$ cat src/rtl/param_step_decrementer.sv
//==============================================================================
// Module      : param_step_decrementer
// Description : Registered, loadable down-counter that subtracts a programmable
//               step per enabled cycle, with wrap/saturate underflow handling,
//               auto-reload, and terminal-count/borrow pulses.
//               Optional up/down support: define PARAM_DECR_UPDOWN_EN.
// Revision    : 1.0 - initial release
//==============================================================================
`default_nettype none

module param_step_decrementer #(
   parameter int WIDTH  = 8,
   parameter int STEP_W = 4
) (
   input  logic              clk,
   input  logic              rst_n,
`ifdef PARAM_DECR_UPDOWN_EN
   input  logic              dir,
`endif
   input  logic              load,
   input  logic [WIDTH-1:0]  load_val,
   input  logic              en,
   input  logic [STEP_W-1:0] step,
   input  logic              mode_sat,
   input  logic              auto_reload,
   output logic [WIDTH-1:0]  count,
   output logic              busy,
   output logic              zero,
   output logic              tc_pulse,
   output logic              borrow
);

   typedef enum logic [1:0] {
      ST_IDLE = 2'd0,
      ST_RUN  = 2'd1,
      ST_DONE = 2'd2
   } state_t;

   localparam logic [WIDTH-1:0] c_zero = '0;

   state_t           r_state, w_state_nxt;
   logic [WIDTH-1:0] r_count, w_count_nxt;
   logic [WIDTH-1:0] r_reload, w_reload_nxt;
   logic             r_zero, r_tc, r_borrow;
   logic             w_tc_nxt, w_borrow_nxt;
   logic [WIDTH-1:0] w_step;

   assign w_step = WIDTH'(step);

`ifdef PARAM_DECR_UPDOWN_EN
   localparam logic [WIDTH-1:0] c_max = {WIDTH{1'b1}};
   logic [WIDTH:0] w_sum;
   // Extra MSB exposes the carry out of the up-count.
   assign w_sum = {1'b0, r_count} + {1'b0, w_step};
`endif

   always_comb begin
      w_state_nxt  = r_state;
      w_count_nxt  = r_count;
      w_reload_nxt = r_reload;
      w_tc_nxt     = 1'b0;
      w_borrow_nxt = 1'b0;

      if (load) begin
         w_count_nxt  = load_val;
         w_reload_nxt = load_val;
         w_state_nxt  = (load_val != c_zero) ? ST_RUN : ST_DONE;
      end else if (r_state == ST_RUN && en && w_step != c_zero) begin
`ifdef PARAM_DECR_UPDOWN_EN
         if (dir) begin
            if (!w_sum[WIDTH]) begin
               w_count_nxt = w_sum[WIDTH-1:0];
            end else if (mode_sat) begin
               w_count_nxt = c_max;
               w_tc_nxt    = 1'b1;
               w_state_nxt = ST_DONE;
            end else begin
               w_count_nxt  = w_sum[WIDTH-1:0];
               w_borrow_nxt = 1'b1;
            end
         end else
`endif
         if (r_count > w_step) begin
            w_count_nxt = r_count - w_step;
         end else if (r_count == w_step || mode_sat) begin
            // Exact hit and saturating underflow share the terminal path.
            w_tc_nxt = 1'b1;
            if (auto_reload && r_reload != c_zero) begin
               w_count_nxt = r_reload;
            end else begin
               w_count_nxt = c_zero;
               w_state_nxt = ST_DONE;
            end
         end else begin
            w_count_nxt  = r_count - w_step;
            w_borrow_nxt = 1'b1;
         end
      end
   end

   always_ff @(posedge clk or negedge rst_n) begin
      if (!rst_n) begin
         r_state  <= ST_IDLE;
         r_count  <= '0;
         r_reload <= '0;
         r_zero   <= 1'b1;
         r_tc     <= 1'b0;
         r_borrow <= 1'b0;
      end else begin
         r_state  <= w_state_nxt;
         r_count  <= w_count_nxt;
         r_reload <= w_reload_nxt;
         r_zero   <= (w_count_nxt == c_zero);
         r_tc     <= w_tc_nxt;
         r_borrow <= w_borrow_nxt;
      end
   end

   assign count    = r_count;
   assign busy     = (r_state == ST_RUN);
   assign zero     = r_zero;
   assign tc_pulse = r_tc;
   assign borrow   = r_borrow;

endmodule

`default_nettype wire

$ cat config.mk
export PLATFORM = sky130hd
export DESIGN_NAME = param_step_decrementer
export DESIGN_NICKNAME = d
export VERILOG_FILES = /design/src/rtl/param_step_decrementer.sv
export SDC_FILE = /design/constraint.sdc
export NUM_CORES = 1
export LEC_CHECK = 0
export BUFFER_PORTS_ARGS = -buffer_cell sky130_fd_sc_hd__buf_4
export CELL_PAD_IN_SITES_DETAIL_PLACEMENT = 1
export CELL_PAD_IN_SITES_GLOBAL_PLACEMENT = 1
export CORE_MARGIN = 4
export CORE_UTILIZATION = 46
export CTS_BUF_LIST = sky130_fd_sc_hd__clkbuf_4
export DETAILED_ROUTE_END_ITERATION = 8
export HOLD_SLACK_MARGIN = 0.06
export PLACE_DENSITY = 0.89
export SLEW_MARGIN = 25
export SYNTH_ARGS = -nofsm -noshare
export SYNTH_HDL_FRONTEND = slang
export SYNTH_SLANG_ARGS = --single-unit
$ cat constraint.sdc
create_clock -name clk -period 5.9 [get_ports clk]
set_input_delay 1.475 -clock clk [delete_from_list [all_inputs] [get_ports clk]]
set_output_delay 1.475 -clock clk [all_outputs]
set_load 0.01 [all_outputs]
* Yosys cells after proc, flatten, opt, wreduce, memory -nomap -nowiden
Index checks and enable logic that the tools add are counted.
** Word-level totals
- Logic and storage cells :: 42
- Bits in registers :: 21
- Output and inout bits :: 12
- Input port bits :: 18
** Operators by class
- Equal/unequal tests :: 4
- Reduce and logical (&&, ||, !) cells :: 11
- Mux-type cells :: 19
- Add/subtract/negate cells :: 1
- $lt $le $gt $ge :: 1
** Operators by type and width (count)
- $mux 8 :: 5
- $reduce_bool 8->1 :: 3
- $mux 2 :: 6
- $eq 8x4->1 :: 1
- $gt 8x4->1 :: 1
- $logic_not 8->1 :: 1
- $mux 1 :: 8
- $sub 8x4->8 :: 1
- $ne 2x2->1 const B :: 2
- $reduce_and 4->1 :: 1
- $reduce_bool 2->1 :: 2
- $logic_and 1x1->1 :: 3
- $eq 2x1->1 const B :: 1
- $logic_or 1x1->1 :: 1

* Logic depth before layout (Yosys ltp)
Gate-level depths: netlist of run 1.
- Depth after elaboration :: 8
- Depth in mapped cells :: 10

* Worst setup path after synthesis of run 1
Ideal clock, no wire load.
- Kind :: input -> register
- From :: input port step[0]
- To :: register r_zero (netlist: zero)
- Path slack :: 2.549 ns
- Buffers on the path :: 0
- Required time :: 5.811 ns
- Arrival time :: 3.262 ns
- Cell stages on the path :: 9
- Setup time :: 0.089 ns
- Path through :: ha_1 inv_1 fa_1 a21oi_1 a311oi_2 or4b_1 a21o_1 o2111ai_1 nor4_4
** Between the ends
- Longest elaborated chain between the ends :: 7
- Elaborated cells on any way between the ends :: 11
- Those cells by class :: add/sub: 1; order compare: 1; eq/ne: 1; mux: 4; reduce/logical: 4
** Ends and longest elaborated chain
- start, declared :: RTL line 23 : input logic [STEP_W-1:0] step,
- branches (longest 4 deep; another with $sub 8x4->8)
- $mux 8 * :: RTL line 68 : end else if (r_state == ST_RUN && en && w_step != c_zero) begin
- $mux 8 * :: RTL line 64 : if (load) begin
- $logic_not 8->1 * :: RTL line 113 : r_zero <= (w_count_nxt == c_zero);
- end signal, assigned :: RTL line 113
- end, declared :: RTL line 44 : logic r_zero, r_tc, r_borrow;
Mark *: on every way between the ends.
A chain may end at the register's enable or synchronous reset.

* Worst setup path in the final report of run 1
- From :: input port step[0]
- To :: register r_count[2] (netlist: count[2])
** Between the ends
- Longest elaborated chain between the ends :: 6
- Elaborated cells on any way between the ends :: 10
- Those cells by class :: add/sub: 1; order compare: 1; eq/ne: 1; mux: 4; reduce/logical: 3
** Ends and longest elaborated chain
- branches (longest 4 deep; another with $sub 8x4->8)
- $mux 8 * :: RTL line 68
- $mux 8 * :: RTL line 64
- net w_count_nxt[2] :: RTL line 42 : logic [WIDTH-1:0] r_count, w_count_nxt;
- end signal, assigned :: RTL line 111 : r_count <= w_count_nxt;
- end, declared :: RTL line 42
Mark *: on every way through the listed nets, which the timed path passes.

==> results of run 1 <==
-- cells by family (layout without fill, tap and decap cells) --
family                     after synthesis  in the layout  share of synthesized area [%]
and+or+nand+nor                         64             64                           26.4
AOI/OAI and AO/OA                       42             42                           20.7
buffers and inverters                   25             52                           7.26
DFF                                     21             21                           36.0
adders and majority gates                6              6                           5.64
xor gates and xnor gates                 3              3                           1.79
muxes                                    3              3                           2.31
-- cell usage in the layout, fill, tap and decap left out, types with 4 or more instances in the layout --
cell type,synthesis,routed
a21oi_1,9,9
buf_4,1,29
clkbuf_4,0,4
dfrtp_1,20,20
ha_1,5,5
inv_1,19,19
nand2_1,19,19
nor2_1,13,13
nor3_1,6,6
o21ai_0,8,8
o31ai_1,4,4
-- power groups by stage --
stage                     clock network [W]  registers, W  logic (W)
after global placement                    0      0.000182   0.000149
after detailed placement                  0      0.000184   0.000155
final                             0.0000764      0.000182   0.000156
after CTS                         0.0000776      0.000181   0.000157
after global routing              0.0000845      0.000184   0.000174
after floorplan                           0      0.000181  0.0000991
-- sequential cells by signal, indices dropped and copies added (netlist names) --
name / count
tc_pulse: 1
zero: 1
count: 8
r_state: 2
r_reload: 8
borrow: 1
-- metal layers --
metal / GRT usage (%) / routed length, um / part of all wire [%] / vias up
li1: - / - / - / 650
met1: 29.9 / 1880 / 44 / 690
met2: 38.0 / 2110 / 50 / 32
met3: 3.81 / 184 / 4.3 / 5
met4: 8.71 / 63 / 1.5 / 0
met5: 0 / 0 / 0 / -
-- area by class of cell --
cell class,count,share of cell area (%)
clock buffers,4,1.73
repair buffers,29,12.6
inverters,19,4.12
well taps,44,3.18
multi-input cells,118,48.0
flip-flops and latches,21,30.4
-- final timing paths --
path	slack (ns)	to	start
max	2.58	count[2]	step[0]
min	0.50	r_state[0]	r_state[0]
max reg2reg	3.30	count[2]	count[0]
min reg2reg	0.50	r_state[0]	r_state[0]
max in group asynchronous	4.60	zero	rst_n
min in group asynchronous	1.02	count[6]	rst_n
-- cells in the mapped netlist, drive strengths merged (4+ instances only) --
master / number
inv: 19
nand2: 19
o21ai: 9
ha: 5
nor3: 6
nor4: 4
dfrtp: 20
o31ai: 4
nor2: 15
a21oi: 9
-- stage by stage --
stage	area, sq um	utilization (%)	total power, W	setup slack [ns]	std cells
floorplan	1470	-	0.000280	2.55	164
global placement	1700	55.8	0.000330	2.35	231
detailed placement	1700	55.8	0.000339	2.25	231
CTS	1730	56.8	0.000415	2.58	235
global route	1730	56.8	0.000443	2.39	235
finish	1730	56.8	0.000414	2.58	235
-- worst max-delay path, stage by stage --
cell	delay (ns)
buf_4	0.10
ha_1	0.13
inv_1	0.04
fa_1	0.40
a21oi_1	0.27
a311oi_2	0.18
nor2_2	0.32
mux2_1	0.37
o21ai_1	0.12
mux2_2	0.16
==> summary.txt, run 1 <==
Clock network
  • Post-CTS setup buffer count: 0
  • CTS H-Tree Depth: 1
  • Clock root cell: clkbuf_4
  • Total clock sinks: 21
  • CTS hold repair buffers: 0
  • Clock tree buffer depth: 2
  • Clk_lat worst skew: approximately 0.32 ns
  • Clk pin slew, worst setup/hold paths: approximately 0.11 ns
  • Post-CTS Resized: 0
  • CTS tree: done
  • Num CTS Buffers: 3

Outcome
  • Outcome: complete, no violations

Power and ir drop
  • Power Internal: 0.000258 W
  • NetSw: between 0.00015 and 0.0002 W
  • Total power per unit cell area: around 240 nW/um^2
  • Seq pwr share: 43.9%
  • Net Sw Frac: 37.8%
  • Pleak: around 0.76 nW
  • Clock power frac: a little under a fifth
  • Logic gate share of total power: around 38%
  • Peak VDD IR: 0.000164 V

Worst setup path
  • Worst reg-to-reg path cell count: 10
  • WP data required: between 6 and 7 ns
  • Worst EP arrival: approximately 3.6 ns
  • Critical path capture point type: flop
  • Crit Path Max Fanout: 8
  • Crit path launch type: input pin
  • Critical path class: in2reg

Run
  • Number of max-cap violations: 0

Synthesis
  • Number of synthesized flops with an enable pin: 0
  • Post-synth top area share: 34.2%
  • Post-Synthesis Net Count: 188
  • Post-synthesis cell type count: 53
  • Post-synthesis sequential area ratio: 36.0%
  • Main area contributors after synthesis: dfrtp_1 34%, inv_1 4.9%, nand2_1 4.9%, ha_1 4.3%, nor2_1 3.3%
  • Yosys warns: 0
  • Ys flop type: dfrtp_1
  • Synthesized cell area: around 1500 sq um
  • Synth area leader: dfrtp_1
  • Post-synthesis cell count: around 160
  • Asr flop ratio synth: 100%
  • Mean post-synth cell area: between 8 and 9 sq um
  • Number of synthesized register bits: 21

Global route
  • Largest net degree at the start of global routing: 31
  • First-pass GRT wire length: 7.36 mm
  • Gr usage total: around 23%
  • Initial antenna violation count: 0
  • Remaining global-route overflow: 0
  • Vias in the first global route: about 1.5k

Final layout
  • Fillcell total: 385
  • Area of the multi-input gates: approximately 830 sq um
  • Final net count: 216
  • Register area: between 500 and 600 sq um
  • Inserted Diodes: 0
  • Area growth from synthesis to layout: 18.3%
  • Share of layout cells above drive strength 1: 25.7%

Timing
  • Slew @ Worst Pin: about 0.55 ns
  • # setup viols final: 0
  • Slew margin rel.: 63.3%
  • RSZ-0062 raised after global routing: no
  • Hold Vio Cnt, Final: 0
  • Hold WS: 0.499 ns
  • Layout Skew: ~0.0019 ns
  • Period utilisation layout: a little under three fifths
  • FMAX: roughly 300 MHz
  • Post-route setup TNS: 0 ns
  • Min Tclk post-route: between 3 and 4 ns
  • Slew Viols, Final: 0

Die
  • IO Pins: 30
  • Core Footprint: 3050 sq um
  • Starting density of the core: 48.0%
  • DIE WIDTH: between 60 and 70 um
  • Die Height: approximately 64 um
  • Die area: around 4200 sq um
  • Row cnt: 20

Drt
  • Via Count: between 1k and 1.5k
  • Iteration-0 DRC count of the detailed router: 95
  • WL per Instance: 18.0 um
  • DRT Pass-1 Iters: 4
  • Antenna-violating nets left: 0
  • Vias/cell: 5.86
  • DRC: 0
  • Total Wirelength: about 4.2 mm

Placement
  • GPL Wtd Cong: approximately 0.86
  • Buffers on Ports: 29
  • DP Wirelength: approximately 3.4 mm

Hold path
  • WHS Path Cells: 2
  • Min-delay worst type: reg2reg
(Power assumes the default switching activity.)
==> run 2, diff against run 1 <==
--- a/config.mk
+++ b/config.mk
@@ -5,15 +5,16 @@
 export SDC_FILE = /design/constraint.sdc
 export NUM_CORES = 1
 export LEC_CHECK = 0
+export ABC_AREA = 1
 export BUFFER_PORTS_ARGS = -buffer_cell sky130_fd_sc_hd__buf_4
 export CELL_PAD_IN_SITES_DETAIL_PLACEMENT = 1
 export CELL_PAD_IN_SITES_GLOBAL_PLACEMENT = 1
 export CORE_MARGIN = 4
-export CORE_UTILIZATION = 46
+export CORE_UTILIZATION = 36
 export CTS_BUF_LIST = sky130_fd_sc_hd__clkbuf_4
 export DETAILED_ROUTE_END_ITERATION = 8
 export HOLD_SLACK_MARGIN = 0.06
-export PLACE_DENSITY = 0.89
+export PLACE_DENSITY = 0.79
 export SLEW_MARGIN = 25
 export SYNTH_ARGS = -nofsm -noshare
 export SYNTH_HDL_FRONTEND = slang
==> constraint.sdc (replaced) <==
create_clock -name clk -period 3 [get_ports clk]
set_input_delay 0.75 -clock clk [delete_from_list [all_inputs] [get_ports clk]]
set_output_delay 0.75 -clock clk [all_outputs]
set_load 0.01 [all_outputs]
==> run 2 against run 1 <==
Effect of this change:
- setup slack worse by 1.9 ns
- area after synthesis is 0.60% higher
- first-iteration DRC count is 54% lower
==> summary.txt, run 2 <==
Outcome
  • Outcome: complete, no violations

Die
  • Die Height: 72.0 um (+12%)
  • Starting density of the core: 38.8% (-9.2 points)
  • Core Footprint: 3800 sq um (+24%)
  • Die area: 5180 sq um (+25%)
  • IO Pins: 30 (unchanged)
  • Row cnt: 22 (+10%)
  • DIE WIDTH: 72.0 um (+12%)

Clock network
  • CTS H-Tree Depth: 1 (unchanged)
  • CTS hold repair buffers: 0 (unchanged)
  • Clock tree buffer depth: 2 (unchanged)
  • CTS tree: done
  • Total clock sinks: 21 (unchanged)
  • Post-CTS setup buffer count: 0 (unchanged)
  • Clock root cell: clkbuf_4
  • Post-CTS Resized: 0 (unchanged)
  • Num CTS Buffers: 3 (unchanged)
  • Clk_lat worst skew: 0.30 ns (-0.02 ns)
  • Clk pin slew, worst setup/hold paths: 0.12 ns (about the same)

Power and ir drop
  • Total power per unit cell area: 432 nW/um^2 (+81%)
  • Peak VDD IR: 0.000243 V (+48%)
  • Pleak: 0.979 nW (+29%)

Final layout
  • Most common cell after layout, fill and taps aside: nand2_1
  • Final net count: 267 (+24%)
  • Commonest cells after routing, fill and taps aside: 76 x nand2_1, 29 x buf_4, 23 x inv_1, 20 x dfrtp_1, 19 x nand3_1
  • Inserted Diodes: 0 (unchanged)
  • Fin cells: 290 (+23%)
  • Area growth from synthesis to layout: 20.2%
  • Share of layout cells above drive strength 1: 23.6% (-2.1 points)

Synthesis
  • Ys flop type: dfrtp_1
  • Number of synthesized register bits: 21 (unchanged)
  • Number of synthesized flops with an enable pin: 0 (unchanged)
  • Post-synthesis cell count: 211 (+29%)
  • Synthesized cell area: 1470 sq um (+0.60%)
  • Post-synthesis cell type count: 24 (-55%)
  • Yosys warns: 0 (unchanged)
  • Synth area leader: dfrtp_1
  • Main area contributors after synthesis: dfrtp_1 34%, nand2_1 19%, nand3_1 6.5%, inv_1 5.9%, nand2_4 5.3%
  • Post-synth top area share: 34.0% (-0.20 points)
  • Asr flop ratio synth: 100% (unchanged)
  • Post-Synthesis Net Count: 235 (+25%)
  • Top cells by count, synth: 76 x nand2_1, 23 x inv_1, 20 x dfrtp_1
  • Mean post-synth cell area: 6.99 sq um (-22%)
  • Post-synthesis sequential area ratio: 35.7% (-0.21 points)
  • Most numerous cell in the Yosys netlist: nand2_1

Drt
  • WL per Instance: 14.1 um (-22%)
  • Via Count: 1397 (+1.5%)
  • DRC: 0 (unchanged)
  • Total Wirelength: 4.10 mm (-3.3%)
  • DRT Pass-1 Iters: 4 (unchanged)
  • Vias/cell: 4.82 (-18%)
  • Iteration-0 DRC count of the detailed router: 44 (-54%)
  • Antenna-violating nets left: 0 (unchanged)

Timing
  • Post-route setup TNS: 0 ns (unchanged)
  • # setup viols final: 0 (unchanged)
  • Hold Vio Cnt, Final: 0 (unchanged)
  • FMAX: 426 MHz
  • RSZ-0062 raised after global routing: no
  • Min Tclk post-route: approximately 2.3 ns
  • Slew Viols, Final: 0 (unchanged)
  • Slew @ Worst Pin: 0.267 ns (-0.279 ns)
  • Layout Skew: 0.00619 ns (+0.00428 ns)
  • Period utilisation layout: ~78%
  • Slew margin rel.: 82.2% (+19 points)

Worst setup path
  • RR Endpoint: zero
  • Critical path capture point type: flop
  • Worst flop-to-flop path startpoint: count[0]
  • Crit path launch type: input pin
  • Worst reg-to-reg path cell count: 19 (+9)
  • WP data required: 3.25 ns (-2.92 ns)
  • Worst EP arrival: 2.59 ns (-0.99 ns)
  • Critical path class: in2reg
  • R2R Setup Slk: 0.66 ns (-2.64 ns)
  • Crit Path Max Fanout: 7 (-1)

Global route
  • Initial antenna violation count: 0 (unchanged)
  • Vias in the first global route: 1567 (+5.0%)
  • Remaining global-route overflow: 0 (unchanged)
  • Gr usage total: 17.7% (-5.3 points)
  • Largest net degree at the start of global routing: 24 (-23%)
  • First-pass GRT wire length: 7.24 mm (-1.7%)

Hold path
  • Min-delay worst type: in2async

Placement
  • GPL Wtd Cong: 0.842 (-2.2%)
  • Buffers on Ports: 29 (unchanged)
  • Inst Count DP: 286 (+24%)
  • DP Wirelength: 3.52 mm (+4.2%)

Run
  • Number of max-cap violations: 0 (unchanged)
## run 2: worst max-delay path by stage
stage | startpoint | to
4_1_cts | count[0] | zero
5_1_grt | count[0] | zero
6_report | step[0] | zero
2_1_floorplan | step[0] | r_state[1]
3_5_place_dp | step[0] | zero
3_3_place_gp | step[0] | zero
## run 2: worst max-delay path, cell delays in order
cell and delay [ns]:
buf_4 0.10, ha_1 0.14, inv_1 0.05, fa_1 0.40, nand2_1 0.10, nand2_2 0.07
nand2_4 0.08, nand2_1 0.12, nand2_4 0.09, nand2_4 0.08, nand2_1 0.07, nand2_1 0.05
nand2_1 0.07, nand2_1 0.05, nand2_1 0.05, nand2_1 0.07, nor2_1 0.09, nand2_1 0.09
nor2_2 0.09
## run 2: per-stage QoR
step	worst slack (ns)	power, W	utilization [%]	area (sq um)	hold slack (ns)
3_5_place_dp	0.308	0.000640	45.9	1740	0.539
4_1_cts	0.621	0.000779	46.6	1770	0.308
2_1_floorplan	0.692	0.000531	-	1470	0.454
6_report	0.650	0.000766	46.6	1770	0.305
5_1_grt	0.366	0.000838	46.6	1770	0.299
3_3_place_gp	0.386	0.000635	45.9	1740	0.518
## run 2: layer usage
| metal | global-route usage [%] | wire length [um] | up-vias |
|---|---|---|---|
| met5 | 0 | 0 | - |
| li1 | - | - | 721 |
| met1 | 22.6 | 1890 | 648 |
| met4 | 4.38 | 42 | 0 |
| met3 | 1.80 | 91 | 6 |
| met2 | 31.7 | 2080 | 22 |
## run 2: kinds of logic (layout without fill, tap and decap cells)
logic type	after synthesis	count (layout)	share of synthesized area (%)
buffers and inverters	30	61	7.64
muxes	1	1	0.764
xor gates and xnor gates	1	1	0.594
and+or+nand+nor	135	135	43.9
adders and majority gates	6	6	5.60
DFF	21	21	35.7
AOI/OAI and AO/OA	17	17	5.77
## run 2: final cells by class
type,instances,area [sq um]
Clock buffer,3,22.5
Clock inverter,1,5.00
Fill cell,517,2030
Inverter,28,105
Multi-Input combinational cell,160,835
Sequential cell,21,527
Tap cell,48,60.1
Timing Repair Buffer,29,218
## run 2: where the power goes
| part | total (W) | internal [W] | switching, W |
|---|---|---|---|
| sequential | 0.000333 | 0.000309 | 0.0000241 |
| clock | 0.000136 | 0.0000497 | 0.0000862 |
| combinational | 0.000297 | 0.000115 | 0.000182 |
| total | 0.000766 | 0.000473 | 0.000292 |
